$ cat config.mk
export PLATFORM = sky130hd
export DESIGN_NAME = mem_access_arbiter_flat
export DESIGN_NICKNAME = d
export VERILOG_FILES = /design/src/rtl/mem_access_arbiter_if.sv /design/src/rtl/mem_access_arbiter.sv /design/src/flat_wrapper.sv
export SDC_FILE = /design/constraint.sdc
export NUM_CORES = 1
export LEC_CHECK = 0
export ABC_AREA = 1
export BUFFER_PORTS_ARGS = -buffer_cell sky130_fd_sc_hd__buf_2
export CAP_MARGIN = 10
export CORE_ASPECT_RATIO = 1.75
export CORE_MARGIN = 2
export CORE_UTILIZATION = 52
export DETAILED_ROUTE_END_ITERATION = 8
export PLACE_DENSITY = 0.95
export SYNTH_ARGS = -nofsm -noshare
export SYNTH_HDL_FRONTEND = slang
export SYNTH_SLANG_ARGS = --single-unit
$ cat constraint.sdc
create_clock -name clk -period 2.8 [get_ports clk]
set_input_delay 0.28 -clock clk [delete_from_list [all_inputs] [get_ports clk]]
set_output_delay 0.28 -clock clk [all_outputs]
set_load 0.05 [all_outputs]
$ cat src/rtl/mem_access_arbiter_if.sv
// Bus bundle between the memory access arbiter, its three requesters
// (processing unit, operator panel, I/O unit) and the core memory block.
interface mem_access_arbiter_if #(
  parameter int ADDR_W = 12,
  parameter int DATA_W = 31
);
  // Requester side
  logic              pu_rd_req;
  logic [ADDR_W-1:0] pu_addr;
  logic              pnl_rd_req;
  logic              pnl_wr_req;
  logic [ADDR_W-1:0] pnl_addr;
  logic [DATA_W-1:0] pnl_wdata;
  logic              io_wr_req;
  logic [ADDR_W-1:0] io_addr;
  logic [DATA_W-1:0] io_wdata;
  logic              pu_done;
  logic              pnl_done;
  logic              io_done;
  logic [DATA_W-1:0] rdata;
  logic              busy;
  logic              timeout_err;
  // Memory side
  logic              mem_read;
  logic              mem_write;
  logic [ADDR_W-1:0] mem_addr;
  logic [DATA_W-1:0] mem_wdata;
  logic              mem_read_reply;
  logic              mem_write_reply;
  logic [DATA_W-1:0] mem_rdata;

  // Arbiter view
  modport master (
    input  pu_rd_req, pu_addr, pnl_rd_req, pnl_wr_req, pnl_addr, pnl_wdata,
    input  io_wr_req, io_addr, io_wdata,
    input  mem_read_reply, mem_write_reply, mem_rdata,
    output pu_done, pnl_done, io_done, rdata, busy, timeout_err,
    output mem_read, mem_write, mem_addr, mem_wdata
  );

  // Requester / memory view
  modport slave (
    output pu_rd_req, pu_addr, pnl_rd_req, pnl_wr_req, pnl_addr, pnl_wdata,
    output io_wr_req, io_addr, io_wdata,
    output mem_read_reply, mem_write_reply, mem_rdata,
    input  pu_done, pnl_done, io_done, rdata, busy, timeout_err,
    input  mem_read, mem_write, mem_addr, mem_wdata
  );
endinterface

$ cat src/rtl/mem_access_arbiter.sv
// Memory access arbiter: sole owner of the core memory port. Grants PU,
// panel and I/O requests round-robin, issues one strobe per access, waits
// for the matching reply (with a watchdog) and returns done/read data.
module mem_access_arbiter #(
  parameter int ADDR_W  = 12,
  parameter int DATA_W  = 31,
  parameter int TIMEOUT = 15
) (
  input  logic                  clk,
  input  logic                  resetn,
  mem_access_arbiter_if.master  bus
);

  localparam int CNT_W = $clog2(TIMEOUT + 1);

  typedef enum logic [1:0] {ST_IDLE, ST_ISSUE, ST_WAIT, ST_DONE} state_t;
  typedef enum logic [1:0] {SRC_IO, SRC_PU, SRC_PNL} src_t;

  state_t            state;
  src_t              rr_ptr;      // first source examined in the next search
  src_t              winner;
  logic              op_wr;
  logic              mask_valid;
  logic [CNT_W-1:0]  wait_cnt;

  logic [2:0]        req_vec;
  logic              grant_any;
  src_t              grant_id;
  logic              grant_wr;
  logic [ADDR_W-1:0] grant_addr;
  logic [DATA_W-1:0] grant_wdata;
  logic              reply_match;
  logic              wait_expired;
  src_t              next_ptr;

  // Round-robin search over {IO, PU, PNL}; the source just served is hidden
  // for the first IDLE cycle so its level request can drop.
  always_comb begin
    logic [1:0] idx;
    idx       = '0;
    req_vec   = {bus.pnl_rd_req | bus.pnl_wr_req, bus.pu_rd_req, bus.io_wr_req};
    if (mask_valid) req_vec[winner] = 1'b0;
    grant_any = 1'b0;
    grant_id  = SRC_IO;
    for (int unsigned i = 0; i < 3; i++) begin
      idx = 2'((32'(rr_ptr) + i) % 3);
      if (!grant_any && req_vec[idx]) begin
        grant_any = 1'b1;
        grant_id  = src_t'(idx);
      end
    end
  end

  // Operands of the candidate winner; a panel write beats a panel read.
  always_comb begin
    grant_wr    = 1'b0;
    grant_addr  = '0;
    grant_wdata = '0;
    case (grant_id)
      SRC_IO: begin
        grant_wr    = 1'b1;
        grant_addr  = bus.io_addr;
        grant_wdata = bus.io_wdata;
      end
      SRC_PU: begin
        grant_addr  = bus.pu_addr;
      end
      SRC_PNL: begin
        grant_wr    = bus.pnl_wr_req;
        grant_addr  = bus.pnl_addr;
        grant_wdata = bus.pnl_wdata;
      end
      default: ;
    endcase
  end

  // WAIT exit conditions and the rotation step past the current winner.
  always_comb begin
    reply_match  = op_wr ? bus.mem_write_reply : bus.mem_read_reply;
    wait_expired = (wait_cnt == CNT_W'(TIMEOUT - 1));
    next_ptr     = SRC_IO;
    case (winner)
      SRC_IO:  next_ptr = SRC_PU;
      SRC_PU:  next_ptr = SRC_PNL;
      default: next_ptr = SRC_IO;
    endcase
  end

  // Access sequencer IDLE -> ISSUE -> WAIT -> DONE with registered outputs.
  always_ff @(posedge clk or negedge resetn) begin
    if (!resetn) begin
      state           <= ST_IDLE;
      rr_ptr          <= SRC_IO;
      winner          <= SRC_IO;
      op_wr           <= 1'b0;
      mask_valid      <= 1'b0;
      wait_cnt        <= '0;
      bus.pu_done     <= 1'b0;
      bus.pnl_done    <= 1'b0;
      bus.io_done     <= 1'b0;
      bus.rdata       <= '0;
      bus.busy        <= 1'b0;
      bus.timeout_err <= 1'b0;
      bus.mem_read    <= 1'b0;
      bus.mem_write   <= 1'b0;
      bus.mem_addr    <= '0;
      bus.mem_wdata   <= '0;
    end else begin
      bus.mem_read  <= 1'b0;
      bus.mem_write <= 1'b0;
      bus.pu_done   <= 1'b0;
      bus.pnl_done  <= 1'b0;
      bus.io_done   <= 1'b0;
      case (state)
        ST_IDLE: begin
          mask_valid <= 1'b0;
          if (grant_any) begin
            winner        <= grant_id;
            op_wr         <= grant_wr;
            bus.mem_addr  <= grant_addr;
            bus.mem_wdata <= grant_wdata;
            bus.mem_read  <= !grant_wr;
            bus.mem_write <= grant_wr;
            bus.busy      <= 1'b1;
            state         <= ST_ISSUE;
          end
        end
        ST_ISSUE: begin
          wait_cnt <= '0;
          state    <= ST_WAIT;
        end
        ST_WAIT: begin
          // A matching reply takes precedence over an expiring watchdog.
          if (reply_match || wait_expired) begin
            if (reply_match && !op_wr) bus.rdata <= bus.mem_rdata;
            if (!reply_match) bus.timeout_err <= 1'b1;
            bus.io_done  <= (winner == SRC_IO);
            bus.pu_done  <= (winner == SRC_PU);
            bus.pnl_done <= (winner == SRC_PNL);
            state        <= ST_DONE;
          end else begin
            wait_cnt <= wait_cnt + CNT_W'(1);
          end
        end
        ST_DONE: begin
          rr_ptr     <= next_ptr;
          mask_valid <= 1'b1;
          bus.busy   <= 1'b0;
          state      <= ST_IDLE;
        end
        default: state <= ST_IDLE;
      endcase
    end
  end

endmodule
$ cat src/flat_wrapper.sv
// flat-port wrapper written by rule: the top's interface ports become plain ports
module mem_access_arbiter_flat 
#(
  parameter int ADDR_W  = 12,
  parameter int DATA_W  = 31,
  parameter int TIMEOUT = 15
)
  (clk, resetn, bus_pu_rd_req, bus_pu_addr, bus_pnl_rd_req, bus_pnl_wr_req, bus_pnl_addr, bus_pnl_wdata, bus_io_wr_req, bus_io_addr, bus_io_wdata, bus_mem_read_reply, bus_mem_write_reply, bus_mem_rdata, bus_pu_done, bus_pnl_done, bus_io_done, bus_rdata, bus_busy, bus_timeout_err, bus_mem_read, bus_mem_write, bus_mem_addr, bus_mem_wdata);
  mem_access_arbiter_if #(.ADDR_W(ADDR_W), .DATA_W(DATA_W)) bus_i ();
  input  logic clk;
  input  logic resetn;
  input wire logic [$bits(bus_i.pu_rd_req)-1:0] bus_pu_rd_req;
  input wire logic [$bits(bus_i.pu_addr)-1:0] bus_pu_addr;
  input wire logic [$bits(bus_i.pnl_rd_req)-1:0] bus_pnl_rd_req;
  input wire logic [$bits(bus_i.pnl_wr_req)-1:0] bus_pnl_wr_req;
  input wire logic [$bits(bus_i.pnl_addr)-1:0] bus_pnl_addr;
  input wire logic [$bits(bus_i.pnl_wdata)-1:0] bus_pnl_wdata;
  input wire logic [$bits(bus_i.io_wr_req)-1:0] bus_io_wr_req;
  input wire logic [$bits(bus_i.io_addr)-1:0] bus_io_addr;
  input wire logic [$bits(bus_i.io_wdata)-1:0] bus_io_wdata;
  input wire logic [$bits(bus_i.mem_read_reply)-1:0] bus_mem_read_reply;
  input wire logic [$bits(bus_i.mem_write_reply)-1:0] bus_mem_write_reply;
  input wire logic [$bits(bus_i.mem_rdata)-1:0] bus_mem_rdata;
  output wire logic [$bits(bus_i.pu_done)-1:0] bus_pu_done;
  output wire logic [$bits(bus_i.pnl_done)-1:0] bus_pnl_done;
  output wire logic [$bits(bus_i.io_done)-1:0] bus_io_done;
  output wire logic [$bits(bus_i.rdata)-1:0] bus_rdata;
  output wire logic [$bits(bus_i.busy)-1:0] bus_busy;
  output wire logic [$bits(bus_i.timeout_err)-1:0] bus_timeout_err;
  output wire logic [$bits(bus_i.mem_read)-1:0] bus_mem_read;
  output wire logic [$bits(bus_i.mem_write)-1:0] bus_mem_write;
  output wire logic [$bits(bus_i.mem_addr)-1:0] bus_mem_addr;
  output wire logic [$bits(bus_i.mem_wdata)-1:0] bus_mem_wdata;
  assign bus_i.pu_rd_req = bus_pu_rd_req;
  assign bus_i.pu_addr = bus_pu_addr;
  assign bus_i.pnl_rd_req = bus_pnl_rd_req;
  assign bus_i.pnl_wr_req = bus_pnl_wr_req;
  assign bus_i.pnl_addr = bus_pnl_addr;
  assign bus_i.pnl_wdata = bus_pnl_wdata;
  assign bus_i.io_wr_req = bus_io_wr_req;
  assign bus_i.io_addr = bus_io_addr;
  assign bus_i.io_wdata = bus_io_wdata;
  assign bus_i.mem_read_reply = bus_mem_read_reply;
  assign bus_i.mem_write_reply = bus_mem_write_reply;
  assign bus_i.mem_rdata = bus_mem_rdata;
  assign bus_pu_done = bus_i.pu_done;
  assign bus_pnl_done = bus_i.pnl_done;
  assign bus_io_done = bus_i.io_done;
  assign bus_rdata = bus_i.rdata;
  assign bus_busy = bus_i.busy;
  assign bus_timeout_err = bus_i.timeout_err;
  assign bus_mem_read = bus_i.mem_read;
  assign bus_mem_write = bus_i.mem_write;
  assign bus_mem_addr = bus_i.mem_addr;
  assign bus_mem_wdata = bus_i.mem_wdata;
  mem_access_arbiter #(.ADDR_W(ADDR_W), .DATA_W(DATA_W), .TIMEOUT(TIMEOUT)) u_core (.clk(clk), .resetn(resetn), .bus(bus_i));
endmodule
## Yosys cells after proc, flatten, opt, wreduce, memory -nomap -nowiden

Index checks and enable logic that the tools add are counted.

| storage, ports and cells | value |
|---|---|
| bits in registers | 93 |
| output and inout port bits | 81 |
| logic and storage cells | 100 |

| cells by class | value |
|---|---|
| add/sub/neg operators | 3 |
| divide/modulo/power cells | 3 |
| order comparisons | 5 |
| equality and inequality tests | 11 |
| muxes and demuxes | 38 |
| bitwise logic cells | 4 |
| reduce and logical (&&, ||, !) cells | 20 |

Operators by type and width:

| operator | number |
|---|---|
| $mod 32x2->32 const B | 2 |
| $pmux 31 s2 | 1 |
| $pmux 12 s3 | 1 |
| $mod 2x2->32 const B | 1 |
| $mux 1 | 19 |
| $lt 2x3->1 const B | 4 |
| $mux 2 | 5 |
| $eq 2x2->1 const B | 4 |
| $pmux 2 s4 | 1 |
| $pmux 4 s2 | 1 |
| $reduce_and 2->1 | 4 |
| $bmux 1 s2 | 3 |
| $eq 2x1->1 const B | 3 |
| $logic_not 2->1 | 3 |
| $pmux 1 s2 | 3 |
| $reduce_and 3->1 | 2 |
| $add 4x1->4 const B | 1 |
| $eq 4x4->1 const B | 1 |
| $logic_and 1x1->1 | 4 |
| $logic_not 1->1 | 4 |
| $mux 4 | 1 |
| $ne 2x1->1 const B | 2 |
| $pmux 2 s2 | 1 |
| $reduce_bool 2->1 | 2 |
| 11 further kinds | 11 |

## Depth between registers and ports, before layout

| logic depth | value |
|---|---|
| depth in word-level cells | 21 |
| mapped depth | 16 |
| mapped depth without buffers | 15 |

## Least setup slack after synthesis

No wires, ideal clock.

| path | value |
|---|---|
| path kind | reg-to-reg |
| from | register u_core.rr_ptr[1] |
| to | register u_core.bus.mem_wdata[0] |
| data arrival time | 1750 ps |
| required time | 2682 ps |
| setup slack | 933 ps |
| cell stages (with the launch flop) | 14 |
| path buffers | 1 |
| clock period less this slack | 1867 ps |
| cells stage by stage | dfrtp_1 > ha_1 > inv_1 > nand3_1 > nand3_1 > nand2_2 > nand3_2 > nand2_4 > nand2_8 > buf_8 > nand3_2 > nand2_1 > nand2_1 > nand2_1 |

| between the ends | value |
|---|---|
| word-level cells in the longest chain between the ends | 12 |
| elaborated cells on any way between the ends | 25 |
| classes of those cells | add/sub (2); div (3); eq/ne (1); mux (13); reduce/logical (6) |

RTL lines:

| what | RTL line | RTL |
|---|---|---|
| from (decl) | mem_access_arbiter.sv:20 | `src_t rr_ptr;` |
| from (signal assigned) | mem_access_arbiter.sv:146 | `rr_ptr <= next_ptr;` |
| parallel branches: the longest is 12 deep, another holds $mod 32x2->32 | -- |  |
| to (signal assigned) | mem_access_arbiter.sv:121 | `bus.mem_wdata <= grant_wdata;` |
| to (decl) | mem_access_arbiter_if.sv:38 | `output mem_read, mem_write, mem_addr, mem_wdata` |

Parallel ways; which one is timed is not known. The select of a mux whose other input is x is not followed.
A chain may end at the register's enable or synchronous reset.

## Worst setup path in the final report

| path | value |
|---|---|
| from | register u_core.rr_ptr[0] |
| to | register u_core.bus.mem_addr[4] |

| between the ends | value |
|---|---|
| word-level cells in the longest chain between the ends | 12 |
| elaborated cells on any way between the ends | 26 |
| classes of those cells | add/sub (2); div (3); eq/ne (2); mux (13); reduce/logical (6) |

RTL lines:

| what | RTL line | RTL |
|---|---|---|
| parallel branches: the longest is 12 deep, another holds $mod 32x2->32 | -- |  |
| to (signal assigned) | mem_access_arbiter.sv:120 | `bus.mem_addr <= grant_addr;` |
| to (decl) | mem_access_arbiter_if.sv:38 |  |

Parallel ways; which one is timed is not known. The select of a mux whose other input is x is not followed.

==> summary.txt <==
Floorplanning
  • Die width: 78.08 um
  • Ports: 218
  • Core area: 0.009409 mm2
  • Die H: 133.6 um
  • Cell row count: 47
  • Die area: 0.01043 mm2
  • Initial Util: 53.07%

Timing
  • Worst Skew: 9.001 ps
  • Slew @ Worst Pin: 730.9 ps
  • Slew Viols, Final: 0
  • Headroom to the max-slew limit: 51.20%
  • Final worst path period need: 2506 ps
  • Final-report hold violation count: 0
  • F_max: 399.1 MHz
  • Final Cycle Share: 89.49%
  • Setup TNS: 0 ps
  • Final setup vio count: 0
  • Unrepaired setup endpoints after global routing: no

Routing
  • Vias after detailed routing: 4483
  • Wire length per cell: 14.01 um
  • Routed Antenna Nets: 0
  • DRT iter0 DRCs: 217
  • Drt pass-1 iters: 4
  • Residual DRC: 0
  • Final WL: 12.65 mm
  • Vias per cell: 4.965

Setup path
  • Buf/Inv on CP: 4
  • Max incr delay on CP: 590 ps
  • Crit. path cell count: 13
  • CP Launch Point: u_core.rr_ptr[0]$_DFFE_PN0P_
  • Reg2reg end: u_core.bus.mem_addr[4]$_DFFE_PN0P_
  • Top Family by Delay on Critical Path: buffers and inverters
  • Crit end category: flop
  • WS Path Type: reg -> reg
  • Crit path required time: 3080 ps
  • Crit path launch type: flop
  • Crit-path most repeated cell: nand2_1
  • Worst Reg-to-Reg Cells: 13
  • CP endpoint: u_core.bus.mem_addr[4]$_DFFE_PN0P_
  • Slowest CP cell: inv_2
  • R2r setup slk: 290 ps
  • R2r startpoint: u_core.rr_ptr[0]$_DFFE_PN0P_
  • Critical path peak fanout: 44
  • Crit-path cells: inv_1 -> ha_1 -> inv_1 -> nand3_1 -> nand3_1 -> nand2_2 -> nand2_1 -> nor2_2 -> inv_2 -> nand2_4 -> inv_2 -> nand2_1 -> nand2_1
  • Crit path arrival time: 2780 ps

Clocking
  • CTS tree: yes
  • Clock root cell: clkbuf_16
  • Clk_lat worst skew: 340 ps
  • CTS resizes: 0
  • Clock sink total: 93
  • Clock tree buffer depth: 2
  • Reg clk slew, reported paths: 70 ps
  • Num CTS Buffers: 9
  • Clock H-tree levels: 3

Global routing
  • Vias in the first global route: 4466
  • Initial antenna violation count: 0
  • First-pass GRT wire length: 20.34 mm
  • Total congestion overflow: 0
  • GRT Util Overall: 24.70%
  • Pin count of the biggest net entering global routing: 49

Logic synthesis
  • Yosys warning total: 0
  • Post-synth top area cell: dfrtp_1
  • Ranking of synthesized cells by area: dfrtp_1 (47%), nand2_1 (19%), nand3_2 (8.8%), mux2_2 (7.0%), nand3_1 (2.6%)
  • Post-Syn Area: 0.004994 mm2
  • Syn Inst Count: 567
  • Ys async rst share: 100.0%
  • Cell variety after synth: 33
  • Main synth FF type: dfrtp_1
  • Syn Nets: 713
  • Top cell type's share of synthesized area: 46.60%
  • FF+latch count, synth: 93
  • Syn avg cell area: 8.807 um2
  • Register area share after synthesis: 46.60%
  • Post-synth EDFFs: 0

Hold path
  • Source of the worst hold timing path: bus_mem_rdata[5]
  • Min-Delay Path Class: in -> reg

Final layout
  • Share of cells above drive strength 1: 42.64%
  • Fillcell total: 773
  • Commonest non-fill, non-tap cell in the layout: nand2_1
  • Fin nets: 922
  • Syn-to-layout area delta: 27.51%
  • Fin area: 0.006367 mm2
  • Antenna cells: 0
  • Commonest non-fill, non-tap cells in the layout: nand2_1 (249), buf_2 (216), dfrtp_1 (93), nand3_2 (44)

Flow run
  • Max-cap viol count: 0

Placed design
  • Gpl congestion: 0.9258
  • PortBufs: 217
  • Area after DPL: 0.006082 mm2
  • DP HPWL: 9.814 mm

Outcome
  • Outcome: finished clean
worst min-delay path by stage:
stage	endpoint	slack, ps	cells past startpoint
2_1_floorplan	u_core.bus.busy$_DFFE_PN0P_	-20	0
3_3_place_gp	u_core.bus.mem_wdata[23]$_DFFE_PN0P_	320	1
3_5_place_dp	u_core.bus.mem_wdata[23]$_DFFE_PN0P_	330	1
4_1_cts	u_core.bus.rdata[5]$_DFFE_PN0P_	150	2
5_1_grt	u_core.bus.rdata[5]$_DFFE_PN0P_	160	2
6_report	u_core.bus.rdata[5]$_DFFE_PN0P_	170	2
per-layer routing:
metal,part of all wire (%),wire [um],global-route usage (%),vias to the layer above
met4,2.5,319,9.064,0
met3,6.0,763,4.946,25
met1,36,4521,25.95,2054
met5,0,0,0,-
li1,-,-,-,2216
met2,56,7046,47.37,188
registers in the layout (all words and copies together) (netlist names):
register / flops
u_core.bus.pnl_done: 1
u_core.bus.mem_write: 1
u_core.bus.mem_addr: 12
u_core.mask_valid: 1
u_core.bus.pu_done: 1
u_core.winner: 2
u_core.wait_cnt: 4
u_core.bus.io_done: 1
u_core.bus.busy: 1
u_core.bus.mem_read: 1
u_core.rr_ptr: 2
u_core.op_wr: 1
u_core.bus.rdata: 31
u_core.bus.mem_wdata: 31
u_core.bus.timeout_err: 1
u_core.state: 2
per-stage QoR:
step           hold slack (ps)  cells  util [%]  worst slack [ps]
2_1_floorplan           -15.59    567         -             932.7
3_3_place_gp             324.2    886     64.64             413.1
3_5_place_dp             329.0    886     64.64             323.0
4_1_cts                  154.6    903     67.67             314.9
5_1_grt                  163.4    903     67.67             102.3
6_report                 168.3    903     67.67             294.2
synthesized netlist by cell type, types with 3 or more instances:
cell / instances
o21ai_0: 9
inv_1: 31
buf_6: 7
ha_1: 9
a21oi_1: 7
nand2_1: 249
nand2_4: 3
nand3_1: 26
buf_2: 11
inv_2: 3
nand3_2: 44
dfrtp_1: 93
nor2_1: 13
nand2_2: 5
mux2_2: 31
buf_1: 3
worst reg2reg max path, cell delays in order, from the launching register on:
cell     delay, ps
dfrtp_1        350
inv_1           70
ha_1           390
inv_1          130
nand3_1         80
nand3_1         80
nand2_2        110
nand2_1         90
nor2_2          40
inv_2           60
nand2_4        150
inv_2          590
nand2_1        200
nand2_1        100
logic make-up after synthesis:
logic type,share of synthesized area (%)
multiplexers,6.991
flip-flops,46.60
AO/OA/AOI/OAI,2.330
AND/OR/NAND/NOR,34.43
XOR/XNOR,0.1754
buffers and inverters,7.216
adder cells (fa/ha/maj),2.255
layout make-up:
class | instances | area (um2) | area share (%)
clock buffer | 10 | 229.0 | 3.596
clock inverter | 6 | 46.29 | 0.7271
inverter | 36 | 137.6 | 2.162
multi-input combinational | 412 | 2306 | 36.22
sequential | 93 | 2327 | 36.55
tap | 122 | 152.6 | 2.397
timing repair buffer | 224 | 1169 | 18.35
repair_timing:
action,4_1_cts,5_1_grt
endpoints found under the hold margin,47,0
hold buffers,1,0
buffers inserted,0,0
Power is not shown: default switching activity piles up to over one toggle a cycle in this logic, so the estimate is an artifact.
